**src/rtl/ipv4_checksum_stream_check.sv**
```systemverilog
// Streaming IPv4 header checksum checker. Monitors an Ethernet AXI-Stream and queues
// one 2-bit status record per packet, with saturating per-class statistics.
module ipv4_checksum_stream_check #(
   parameter int unsigned DATA_BYTES     = 8,
   parameter bit          VLAN_EN        = 1'b1,
   parameter int unsigned RES_FIFO_DEPTH = 4,
   parameter int unsigned COUNT_WIDTH    = 32
) (
   input  logic                    clk,
   input  logic                    sreset,
   input  logic [DATA_BYTES*8-1:0] s_axis_tdata,
   input  logic [DATA_BYTES-1:0]   s_axis_tkeep,
   input  logic                    s_axis_tvalid,
   input  logic                    s_axis_tready,
   input  logic                    s_axis_tlast,
   output logic                    res_valid,
   input  logic                    res_ready,
   output logic [1:0]              res_status,
   output logic [COUNT_WIDTH-1:0]  cnt_good,
   output logic [COUNT_WIDTH-1:0]  cnt_bad,
   output logic [COUNT_WIDTH-1:0]  cnt_other,
   output logic [COUNT_WIDTH-1:0]  cnt_drop,
   input  logic                    cnt_clear
);

   localparam int unsigned PtrW = $clog2(RES_FIFO_DEPTH);

   typedef enum logic [1:0] {StEth, StHdr, StSkip} state_e;

   state_e      state_q, state_d;
   logic [15:0] off_q, off_d;
   logic [23:0] acc_q, acc_d;
   logic [7:0]  b12_q, b13_q, b14_q, b16_q, b17_q, b18_q;
   logic [7:0]  b12_c, b13_c, b14_c, b16_c, b17_c, b18_c;

   logic        beat, vlan_c, is_ip, ihl_ok, seen_ver, hdr_done;
   logic [16:0] lane_off, nkeep, end_off, ip_start, hdr_end;
   logic [15:0] etype;
   logic [7:0]  ver_ihl;
   logic [23:0] beat_sum;

   logic        pend_valid_q, pend_valid_d, pend_chk_q, pend_chk_d;
   logic [1:0]  pend_status_q, pend_status_d;
   logic [23:0] pend_acc_q, pend_acc_d;

   logic [16:0] fold1;
   logic [15:0] fold2;
   logic [1:0]  res_new;

   logic [1:0]  mem_q [RES_FIFO_DEPTH];
   logic [PtrW:0] wr_q, rd_q;
   logic        full, empty, pop, push, drop;

   // Per-beat parse: forward header bytes seen in this beat and sum kept header words.
   always_comb begin
      beat     = s_axis_tvalid && s_axis_tready;
      b12_c    = b12_q;
      b13_c    = b13_q;
      b14_c    = b14_q;
      b16_c    = b16_q;
      b17_c    = b17_q;
      b18_c    = b18_q;
      nkeep    = '0;
      lane_off = '0;
      for (int k = 0; k < DATA_BYTES; k++) begin
         lane_off = {1'b0, off_q} + 17'(k);
         if (s_axis_tkeep[k]) begin
            nkeep = nkeep + 17'd1;
            if (lane_off == 17'd12) b12_c = s_axis_tdata[8*k +: 8];
            if (lane_off == 17'd13) b13_c = s_axis_tdata[8*k +: 8];
            if (lane_off == 17'd14) b14_c = s_axis_tdata[8*k +: 8];
            if (lane_off == 17'd16) b16_c = s_axis_tdata[8*k +: 8];
            if (lane_off == 17'd17) b17_c = s_axis_tdata[8*k +: 8];
            if (lane_off == 17'd18) b18_c = s_axis_tdata[8*k +: 8];
         end
      end
      vlan_c   = VLAN_EN && ({b12_c, b13_c} == 16'h8100);
      ip_start = vlan_c ? 17'd18 : 17'd14;
      etype    = vlan_c ? {b16_c, b17_c} : {b12_c, b13_c};
      ver_ihl  = vlan_c ? b18_c : b14_c;
      hdr_end  = ip_start + {11'd0, ver_ihl[3:0], 2'b00};
      // Words start at even offsets; only words lying wholly inside the header count.
      beat_sum = '0;
      for (int k = 0; k < DATA_BYTES; k += 2) begin
         lane_off = {1'b0, off_q} + 17'(k);
         if (s_axis_tkeep[k+1] && (state_q != StSkip) && (lane_off >= ip_start) &&
             (lane_off < hdr_end)) begin
            beat_sum = beat_sum + {8'd0, s_axis_tdata[8*k +: 8], s_axis_tdata[8*(k+1) +: 8]};
         end
      end
      end_off  = {1'b0, off_q} + nkeep;
      is_ip    = (etype == 16'h0800) && (ver_ihl[7:4] == 4'd4);
      ihl_ok   = ver_ihl[3:0] >= 4'd5;
      seen_ver = (state_q != StEth) || (end_off > ip_start);
      hdr_done = (state_q == StSkip) || (end_off >= hdr_end);
   end

   // Next-state for the packet walker and the pending result handed to the fold stage.
   always_comb begin
      state_d       = state_q;
      off_d         = off_q;
      acc_d         = acc_q;
      pend_valid_d  = 1'b0;
      pend_chk_d    = 1'b0;
      pend_status_d = 2'b10;
      pend_acc_d    = acc_q + beat_sum;
      if (beat) begin
         if (s_axis_tlast) begin
            state_d      = StEth;
            off_d        = '0;
            acc_d        = '0;
            pend_valid_d = 1'b1;
            if (!seen_ver || !is_ip) pend_status_d = 2'b10;
            else if (!ihl_ok)        pend_status_d = 2'b11;
            else if (!hdr_done)      pend_status_d = 2'b10;
            else                     pend_chk_d    = 1'b1;
         end else begin
            // Offset saturates; only the payload can be that long and it is never summed.
            off_d = end_off[16] ? 16'hFFFF : end_off[15:0];
            acc_d = acc_q + beat_sum;
            unique case (state_q)
               StEth: begin
                  if (seen_ver) state_d = (!is_ip || !ihl_ok || hdr_done) ? StSkip : StHdr;
               end
               StHdr:   if (hdr_done) state_d = StSkip;
               StSkip:  state_d = StSkip;
               default: state_d = StEth;
            endcase
         end
      end
   end

   // Walker state, accumulator and captured L2/L3 bytes.
   always_ff @(posedge clk) begin
      if (sreset) begin
         state_q       <= StEth;
         off_q         <= '0;
         acc_q         <= '0;
         b12_q         <= '0;
         b13_q         <= '0;
         b14_q         <= '0;
         b16_q         <= '0;
         b17_q         <= '0;
         b18_q         <= '0;
         pend_valid_q  <= 1'b0;
         pend_chk_q    <= 1'b0;
         pend_status_q <= 2'b00;
         pend_acc_q    <= '0;
      end else begin
         state_q       <= state_d;
         off_q         <= off_d;
         acc_q         <= acc_d;
         pend_valid_q  <= pend_valid_d;
         pend_chk_q    <= pend_chk_d;
         pend_status_q <= pend_status_d;
         pend_acc_q    <= pend_acc_d;
         if (beat) begin
            b12_q <= b12_c;
            b13_q <= b13_c;
            b14_q <= b14_c;
            b16_q <= b16_c;
            b17_q <= b17_c;
            b18_q <= b18_c;
         end
      end
   end

   // Ones-complement fold of the finished sum and FIFO push/pop decode.
   always_comb begin
      fold1   = {1'b0, pend_acc_q[15:0]} + {9'd0, pend_acc_q[23:16]};
      fold2   = fold1[15:0] + {15'd0, fold1[16]};
      res_new = pend_chk_q ? ((fold2 == 16'hFFFF) ? 2'b00 : 2'b01) : pend_status_q;
      empty   = (wr_q == rd_q);
      full    = (wr_q[PtrW] != rd_q[PtrW]) && (wr_q[PtrW-1:0] == rd_q[PtrW-1:0]);
      pop     = !empty && res_ready;
      push    = pend_valid_q && (!full || pop);
      drop    = pend_valid_q && full && !pop;
      res_valid  = !empty;
      res_status = mem_q[rd_q[PtrW-1:0]];
   end

   // Result FIFO storage and pointers.
   always_ff @(posedge clk) begin
      if (sreset) begin
         wr_q <= '0;
         rd_q <= '0;
         for (int i = 0; i < RES_FIFO_DEPTH; i++) mem_q[i] <= 2'b00;
      end else begin
         if (push) begin
            mem_q[wr_q[PtrW-1:0]] <= res_new;
            wr_q <= wr_q + 1'b1;
         end
         if (pop) rd_q <= rd_q + 1'b1;
      end
   end

   // Saturating statistics; a clear overrides any same-cycle increment.
   always_ff @(posedge clk) begin
      if (sreset || cnt_clear) begin
         cnt_good  <= '0;
         cnt_bad   <= '0;
         cnt_other <= '0;
         cnt_drop  <= '0;
      end else begin
         if (push && (res_new == 2'b00) && (cnt_good != '1))  cnt_good  <= cnt_good + COUNT_WIDTH'(1);
         if (push && (res_new == 2'b01) && (cnt_bad != '1))   cnt_bad   <= cnt_bad + COUNT_WIDTH'(1);
         if (push && res_new[1] && (cnt_other != '1))         cnt_other <= cnt_other + COUNT_WIDTH'(1);
         if (drop && (cnt_drop != '1))                        cnt_drop  <= cnt_drop + COUNT_WIDTH'(1);
      end
   end

endmodule

```
**config.mk**
```make
export PLATFORM = sky130hd
export DESIGN_NAME = ipv4_checksum_stream_check
export DESIGN_NICKNAME = d
export VERILOG_FILES = /design/src/rtl/ipv4_checksum_stream_check.sv
export SDC_FILE = /design/constraint.sdc
export NUM_CORES = 1
export LEC_CHECK = 0
export BUFFER_PORTS_ARGS = -buffer_cell sky130_fd_sc_hd__buf_2
export CORE_MARGIN = 2
export CORE_UTILIZATION = 45
export CTS_BUF_LIST = sky130_fd_sc_hd__clkbuf_2 sky130_fd_sc_hd__clkbuf_4 sky130_fd_sc_hd__clkbuf_8
export DETAILED_ROUTE_END_ITERATION = 8
export PLACE_DENSITY = 0.72
export SETUP_SLACK_MARGIN = 0.4
export SKIP_LAST_GASP = 1
export SYNTH_ARGS = -nofsm -noshare
export SYNTH_HDL_FRONTEND = slang
export SYNTH_SLANG_ARGS = --single-unit
```
**constraint.sdc**
```tcl
create_clock -name clk -period 25.8 [get_ports clk]
set_input_delay 0 -clock clk [delete_from_list [all_inputs] [get_ports clk]]
set_output_delay 0 -clock clk [all_outputs]
set_load 0.05 [all_outputs]
```
Word-level counts from Yosys, hierarchy flattened. Memories as Yosys holds them, arrays and structs flattened. A register that Yosys moved wholly into a read port is not among the register bits. Index checks and enable logic that the tools add are counted.

Register bits after elaboration: 252. Memory bits (writable): 8. Input bits: 79. Output and inout port bits: 131. Memories: 1.

Memories: mem_q (depth 4, bits a word 2, rd ports 1, clocked after Yosys merged registers in 1, write ports 4, RTL line 50) `logic [1:0] mem_q [RES_FIFO_DEPTH];`.

$add $sub $neg: 28. Order comparisons: 11. Equal/unequal tests: 65. Mux-type cells: 134. Bitwise gates (word level): 3. Reductions and logical operators: 47.

Operators by type and width (count): $mux 8 (97); $eq 17x4->1 const B (21); $eq 17x5->1 const B (21); $add 32x1->32 const B (4); $ne 32x32->1 const B (4); $add 17x1->17 const B (7); $mux 17 (7); $mux 24 (4); $add 24x16->24 (3); $add 16x3->17 const B (4); $mux 16 (4); $ge 17x5->1 (3); $lt 17x7->1 (3); $eq 16x4->1 const B (3); $eq 16x5->1 const B (3); $add 16x2->17 const B (2); $eq 16x16->1 const B (2); $logic_and 1x1->1 (26); $add 24x24->24 (1); $mux 2 (9); $add 16x1->17 const B (1); $add 16x17->17 (1); $add 16x8->17 (1); $ge 17x7->1 (1); other kinds (28) (56).

Depth between registers and ports, before layout. Gate-level depths: netlist of the first run.

Word-level depth: 31. Mapped depth: 73. Mapped depth without buffers: 67.

Worst setup path before layout of the first run. Ideal clock, no wire load.

Path type: reg2reg. Start point: reg off_q[2]. End point: reg acc_q[23]. Library setup time: 0.075 ns. Arrival: 14.237 ns. Data required time: 25.725 ns. Path slack: 11.488 ns. Cell stages (with the launch flop): 67. Cell sequence: dfxtp_1 > clkbuf_1 > buf_1 > inv_1 > ha_1 > nand3b_1 > nor4_1 > xnor2_1 > nand4_1 > nand4bb_1 > o21ai_0 > a221o_1 > a211oi_1 > nor2_1 > or4_1 > o21ai_1 > and4b_2 > and2_0 > (+31 left out) > o211ai_1 > nor2b_1 > o21a_1 > o21a_1 > o21a_1 > a31oi_1 > ha_1 > nor2b_1 > o21a_1 > o21ai_0 > xnor3_1 > ha_1 > a21oi_1 > a21oi_1 > a31oi_1 > or3b_2 > or3_1 > a31oi_1.

Longest elaborated chain between the ends: 31. Elaborated cells between the ends (all ways): 132.

RTL lines: start: declaration (RTL line 31) `logic [15:0] off_q, off_d;`; start signal: assignment (RTL line 137) `off_q <= '0;`; start signal: assignment (RTL line 151) `off_q <= off_d;`; branches (longest 28 deep; another with $add 16x1->17); $mux 24 * (RTL line 86) `if (s_axis_tkeep[k+1] && (state_q != StSkip) && (lane_off >= ip_start) &&`; $add 24x24->24 * (RTL line 120) `acc_d = acc_q + beat_sum;`; $mux 24 * (RTL line 108) `if (s_axis_tlast) begin`; end signal: assignment (RTL line 138) `acc_q <= '0;`; end signal: assignment (RTL line 152) `acc_q <= acc_d;`; end: declaration (RTL line 32) `logic [23:0] acc_q, acc_d;`.

Every way passes the cells marked *. A chain may end at the register's enable or synchronous reset.

Final worst setup path of the first run. Ends and elaborated chain as after synthesis.

==> results of run 1 <==
==> worst max-delay path: cells and delay by family, from the launching register on <==
kind,cells,cell delay (ns)
and+or+nand+nor,19,5.34
AOI/OAI and AO/OA,24,4.61
adders and majority gates,9,3.06
buffers and inverters,5,1.48
xor gates and xnor gates,4,1.05
DFF,1,0.64
==> worst paths after layout <==
check	start	slack, ns	to	cells after the start
max	off_q[2]	9.52	acc_q[23]	61
max reg2reg	off_q[2]	9.52	acc_q[23]	61
min reg2reg	b16_q[2]	0.46	b16_q[2]	2
min	s_axis_tdata[48]	0.08	b16_q[0]	5
==> per-layer routing <==
metal	share of wire	up-vias
met5	0	-
met4	0.067	0
met3	0.11	391
met2	0.41	1286
met1	0.41	10950
li1	-	11380
==> flip-flops by register name, indices dropped and copies added, names as in the netlist, 16 cells and up, named ones only <==
register,flops
cnt_bad,32
cnt_drop,32
cnt_good,32
cnt_other,32
acc_q,24
pend_acc_q,24
off_q,16
==> where the power goes <==
group | switching (mW) | leakage [nW] | total [mW] | internal [mW]
sequential | 0.00557 | 2.13 | 0.420 | 0.414
combinational | 0.185 | 7.83 | 0.288 | 0.102
clock | 0.190 | 0.575 | 0.436 | 0.246
total | 0.381 | 10.5 | 1.14 | 0.762
==> layout make-up <==
type,instances,area (um2),area share
clock buffer,77,953.4,0.03739
multi-input combinational,2542,16370,0.6420
sequential,262,5325,0.2088
timing repair buffer,265,1519,0.05957
tap,672,840.8,0.03297
clock inverter,13,102.6,0.004024
antenna,2,5.005,0.0001963
inverter,102,382.9,0.01501
==> cells in the final DEF, fill, tap and decap left out, types with 60 or more instances in the layout <==
cell type,count
mux2i_1,81
xor2_1,96
a21oi_1,201
clkbuf_8,60
ha_1,152
inv_1,100
dfxtp_1,254
nand3_1,100
nor2_1,414
nand2_1,267
o21ai_0,174
buf_2,208
nor3_1,130
xnor2_1,148
==> cell families (layout without fill, tap and decap cells) <==
group           count (synthesis)  in the layout  share of synthesized area
xor+xnor                      245            245                    0.09485
flops                         262            262                     0.2339
simple gates                 1290           1290                     0.2768
buf+inv                       268            457                    0.04819
other cells                     1              5                  0.0001647
compound gates                732            732                     0.2037
mux                           110            110                    0.05094
fa+ha+maj                     162            162                    0.09144
==> what timing repair did <==
item,in CTS,in global routing
hold endpoints to repair,81,0
hold buffers,20,0
endpoints found under the setup margin,0,0
==> per-stage QoR <==
stage / instance area [um2] / utilization / worst slack [ns]
finish: 25500 / 0.5093 / 9.516
global route: 25500 / 0.5093 / 8.584
CTS: 25490 / 0.5092 / 9.797
detailed placement: 24240 / 0.4841 / 9.809
global placement: 24240 / 0.4841 / 10.16
floorplan: 22780 / - / 11.49
==> metrics.yaml, run 1 <==
routing:
  vias_per_cell: 6.102
  drtPass1Iterations: 9
  ant_nets: 0
  wl_per_cell_um: 21.01
  drt-total-wl_um: 82660
  post-route-drc-count: 1
  drt_iter0_markers: 2762
  vias: 24010
yosys:
  seq_area_frac_synth: 0.2339
  synthCells: 3070
  synth_top_cell_by_area: "dfxtp_1"
  ys_async_sr_fraction: 0
  synth_top_cells_by_count: "nor2_1, nand2_1, dfxtp_1, a21oi_1, o21ai_0"
  syn-mean-instance-area_um2: 7.417
  ys_ff_latch: 262
  yosysMostFrequentCell: "nor2_1"
  synth_edf_count: 8
  yosys_warnings: 0
  synthesis.area_um2: 22770
  synth_ff_type: "dfxtp_1"
  synth_area_leaders: "dfxtp_1, ha_1, nor2_1"
  yosysTopAreaCellShare: 0.2233
  synthDistinctLibCells: 94
hold_path:
  min_path_type: "in -> reg"
place:
  port_buffers: 209
  gp_congestion: 1.096
  dp.cells: 3823
  hpwlAfterDp_um: 58920
clocking:
  ctsLongestPathBuffers: 3
  numCtsBuffers: 48
  clock-sinks: 262
  clockRootBuffer: "clkbuf_8"
  clk_pin_slew_ns: 0.07
  cts_tree: "done"
  cts.repair.resized: 0
  post_cts_buffers: 0
  htree_levels: 2
  clk-insertion-delay-late_ns: 0.65
pwr:
  p_leak_nw: 10.54
  vdd_drop_max_v: 0.00002835
  p_total_mw: 1.143
  powerDensity_nw_per_um2: 44.83
grt:
  first_global_vias: 22300
  grt_max_degree: 103
  antenna_found_initial: 5
  use_met1: 0.3973
  grt_util_all_layers: 0.3036
  grt_pass1_wl_um: 127300
  busiest_layer: "met2"
  grt_overflow_total: 0
  grt_use_met2: 0.4483
  grt_util_met3: 0.08146
finish:
  fin_nets: 3460
  drive_above_1_share: 0.1279
  area_growth_pct: 11.99
  n_fill_cell: 5003
  final_cells: 3935
setup_path:
  worstPathRequired_ns: 26.36
  cp_max_fo: 23
  cp.arrival_ns: 16.84
  startpoint_type: "register"
  cp_common_cell: "ha_1"
  max_stage_delay_ns: 0.84
  crit_slowest_cell: "nor3_1"
  endpoint_kind: "register"
  crit_type: "reg -> reg"
timing:
  relSlewSlack: 0.1747
  drv_slew: 0
  finalHoldViolCount: 0
  setup_violations: 0
  fin_crit_ns: 16.28
  setup_tns_ns: 0
  fmax_mhz: 61.41
  tightest_slew_ns: 1.233
  finClkSkew_ns: 0.03758
  rsz0062_at_grt: "false"
  timing.hold.ws_ns: 0.08030
  fin_crit_sh: 0.6312
job:
  maxCapViolCount: 0
die:
  die_height_um: 228.9
  die_area_um2: 52410
  core_area_um2: 50070
  die_w_um: 228.9
  start_util: 0.4548
  floorplan.rows: 82
  ioPinCount: 210
outcome:
  status: "finished, violations left"
  violations: "DRC"
(Power assumes the default switching activity.)
==> run 2, diff against run 1 <==
ABC_AREA = 1   (was not set)
PLACE_DENSITY = 0.74   (was 0.72)
clock period = 13.5 ns   (was 25.8 ns; I/O delays follow)
==> metrics.yaml, run 2 <==
routing:
  vias_per_cell: 5.563
  drtPass1Iterations: 9
  ant_nets: 0
  vias: 29710
  drt-total-wl_um: 105200
  drt_iter0_markers: 3386
  post-route-drc-count: 0
  wl_per_cell_um: 19.69
timing:
  finClkSkew_ns: 0.03464
  fmax_mhz: 83.65
  setup_violations: 0
  rsz0062_at_grt: "false"
  fin_crit_sh: 0.8855
  finalHoldViolCount: 0
  drv_slew: 0
  timing.hold.ws_ns: 0.06928
  fin_crit_ns: 11.95
  setup_tns_ns: 0
  tightest_slew_ns: 1.102
  relSlewSlack: 0.2591
yosys:
  yosysMostFrequentCell: "nand2_1"
  synth_edf_count: 8
  synthDistinctLibCells: 65
  synth_area_leaders: "dfxtp_1, nand2_1, inv_1"
  synth_top_cells_by_count: "nand2_1, inv_1, nor2_1, o21ai_0, a21oi_1"
  synth_top_cell_by_area: "dfxtp_1"
  seq_area_frac_synth: 0.2082
  ys_async_sr_fraction: 0
  synth_ff_type: "dfxtp_1"
  syn-mean-instance-area_um2: 5.915
  ys_ff_latch: 262
  yosys_warnings: 0
  yosysTopAreaCellShare: 0.1988
  synthCells: 4324
  synthesis.area_um2: 25580
die:
  die_area_um2: 58760
  ioPinCount: 210
  die_height_um: 242.4
  start_util: 0.4545
  core_area_um2: 56280
  floorplan.rows: 87
  die_w_um: 242.4
clocking:
  numCtsBuffers: 50
  ctsLongestPathBuffers: 3
  cts_tree: "done"
  clk_pin_slew_ns: 0.06
  clockRootBuffer: "clkbuf_8"
  clk-insertion-delay-late_ns: 0.65
  htree_levels: 2
  clock-sinks: 262
grt:
  antenna_found_initial: 1
  grt_max_degree: 91
  first_global_vias: 26910
  grt_util_all_layers: 0.3460
  grt_overflow_total: 0
  grt_pass1_wl_um: 157800
outcome:
  status: "finished clean"
finish:
  drive_above_1_share: 0.1126
  layout_common_cells: "nand2_1, inv_1, nor2_1"
  final_common_cell: "nand2_1"
  fin_nets: 4787
  area_growth_pct: 13.33
  n_fill_cell: 5970
  multiInputGateArea_um2: 17300
  seqCellArea_um2: 5338
setup_path:
  max_stage_delay_ns: 0.64
  startpoint_type: "register"
  worstPathRequired_ns: 14.07
  endpoint_kind: "register"
  cp.arrival_ns: 12.52
  crit_slowest_cell: "a21oi_1"
  crit_type: "reg -> reg"
  r2r-end: "acc_q[22]"
  r2r_start: "off_q[2]"
  cp_common_cell: "nand2_1"
  rrSetupSlack_ns: 1.55
  crit_end: "acc_q[22]"
  cp_max_fo: 12
  rr_worst_depth: 68
  startpoint: "off_q[2]"
hold_path:
  min_path_type: "in -> reg"
pwr:
  p_leak_nw: 13.81
  powerDensity_nw_per_um2: 81.76
  vdd_drop_max_v: 0.00006303
place:
  port_buffers: 209
  gp_congestion: 1.076
  hpwlAfterDp_um: 83000
job:
  maxCapViolCount: 0
==> run 2: kinds of logic after synthesis <==
| group | count (synthesis) | share of synthesized area |
|---|---|---|
| xor+xnor | 147 | 0.05033 |
| simple gates | 2170 | 0.3694 |
| flops | 262 | 0.2082 |
| fa+ha+maj | 160 | 0.08061 |
| other cells | 1 | 0.0001466 |
| compound gates | 805 | 0.1713 |
| buf+inv | 779 | 0.1200 |
==> run 2: timing repair <==
item | in CTS | in global routing
setup endpoints to repair | 0 | 20
hold buffers | 18 | 0
hold endpoints to repair | 62 | 0
buffers inserted | 0 | 13
gates resized for setup | 0 | 40
==> run 2: per-layer routing <==
layer / vias up / track usage / wire length, um
li1: 14500 / - / -
met1: 13380 / 0.4571 / 43220
met2: 1466 / 0.5226 / 43460
met3: 355 / 0.05683 / 10640
met4: 0 / 0.2211 / 7852
met5: - / 0 / 0
==> run 2: stage by stage <==
step | area (um2) | worst slack [ns] | cells | util | power (mW)
floorplan | 25590 | 2.626 | 4326 | - | 1.222
global placement | 27370 | 1.116 | 5221 | 0.4864 | 1.417
detailed placement | 27370 | 0.9491 | 5221 | 0.4864 | 1.422
CTS | 28730 | 0.8938 | 5326 | 0.5105 | 2.366
global route | 28990 | 0.3673 | 5340 | 0.5151 | 2.483
finish | 28990 | 1.546 | 5340 | 0.5151 | 2.370
==> run 2: power by group <==
part | internal (mW) | leakage (nW) | total [mW] | switching [mW]
sequential | 0.801 | 2.14 | 0.822 | 0.0206
clock | 0.561 | 0.618 | 0.938 | 0.377
combinational | 0.188 | 11.0 | 0.610 | 0.422
total | 1.55 | 13.8 | 2.37 | 0.819
==> run 2: worst max-delay path: cells and delay by family (launching register included) <==
family,cells,cell delay (ns)
compound gates,16,3.85
flops,1,0.45
simple gates,34,4.38
fa+ha+maj,5,1.58
buf+inv,9,0.88
xor+xnor,4,0.73
==> run 2: final cells by class <==
class / count / share of cell area
clock buffers: 74 / 0.03233
inverters: 658 / 0.08529
flip-flops and latches: 262 / 0.1841
repair buffers: 291 / 0.06030
diodes: 1 / 0.00008633
well taps: 756 / 0.03263
clock inverters: 13 / 0.008331
multi-input cells: 3285 / 0.5969
==> run 2: how the worst min path moves through the flow <==
stage / from / to / cells past startpoint
6_report: s_axis_tkeep[7] / off_q[0] / 6
5_1_grt: s_axis_tdata[60] / b13_q[4] / 5
4_1_cts: s_axis_tdata[42] / b12_q[2] / 9
3_5_place_dp: res_ready / rd_q[2] / 3
3_3_place_gp: res_ready / rd_q[2] / 3
2_1_floorplan: s_axis_tlast / pend_valid_q / 2
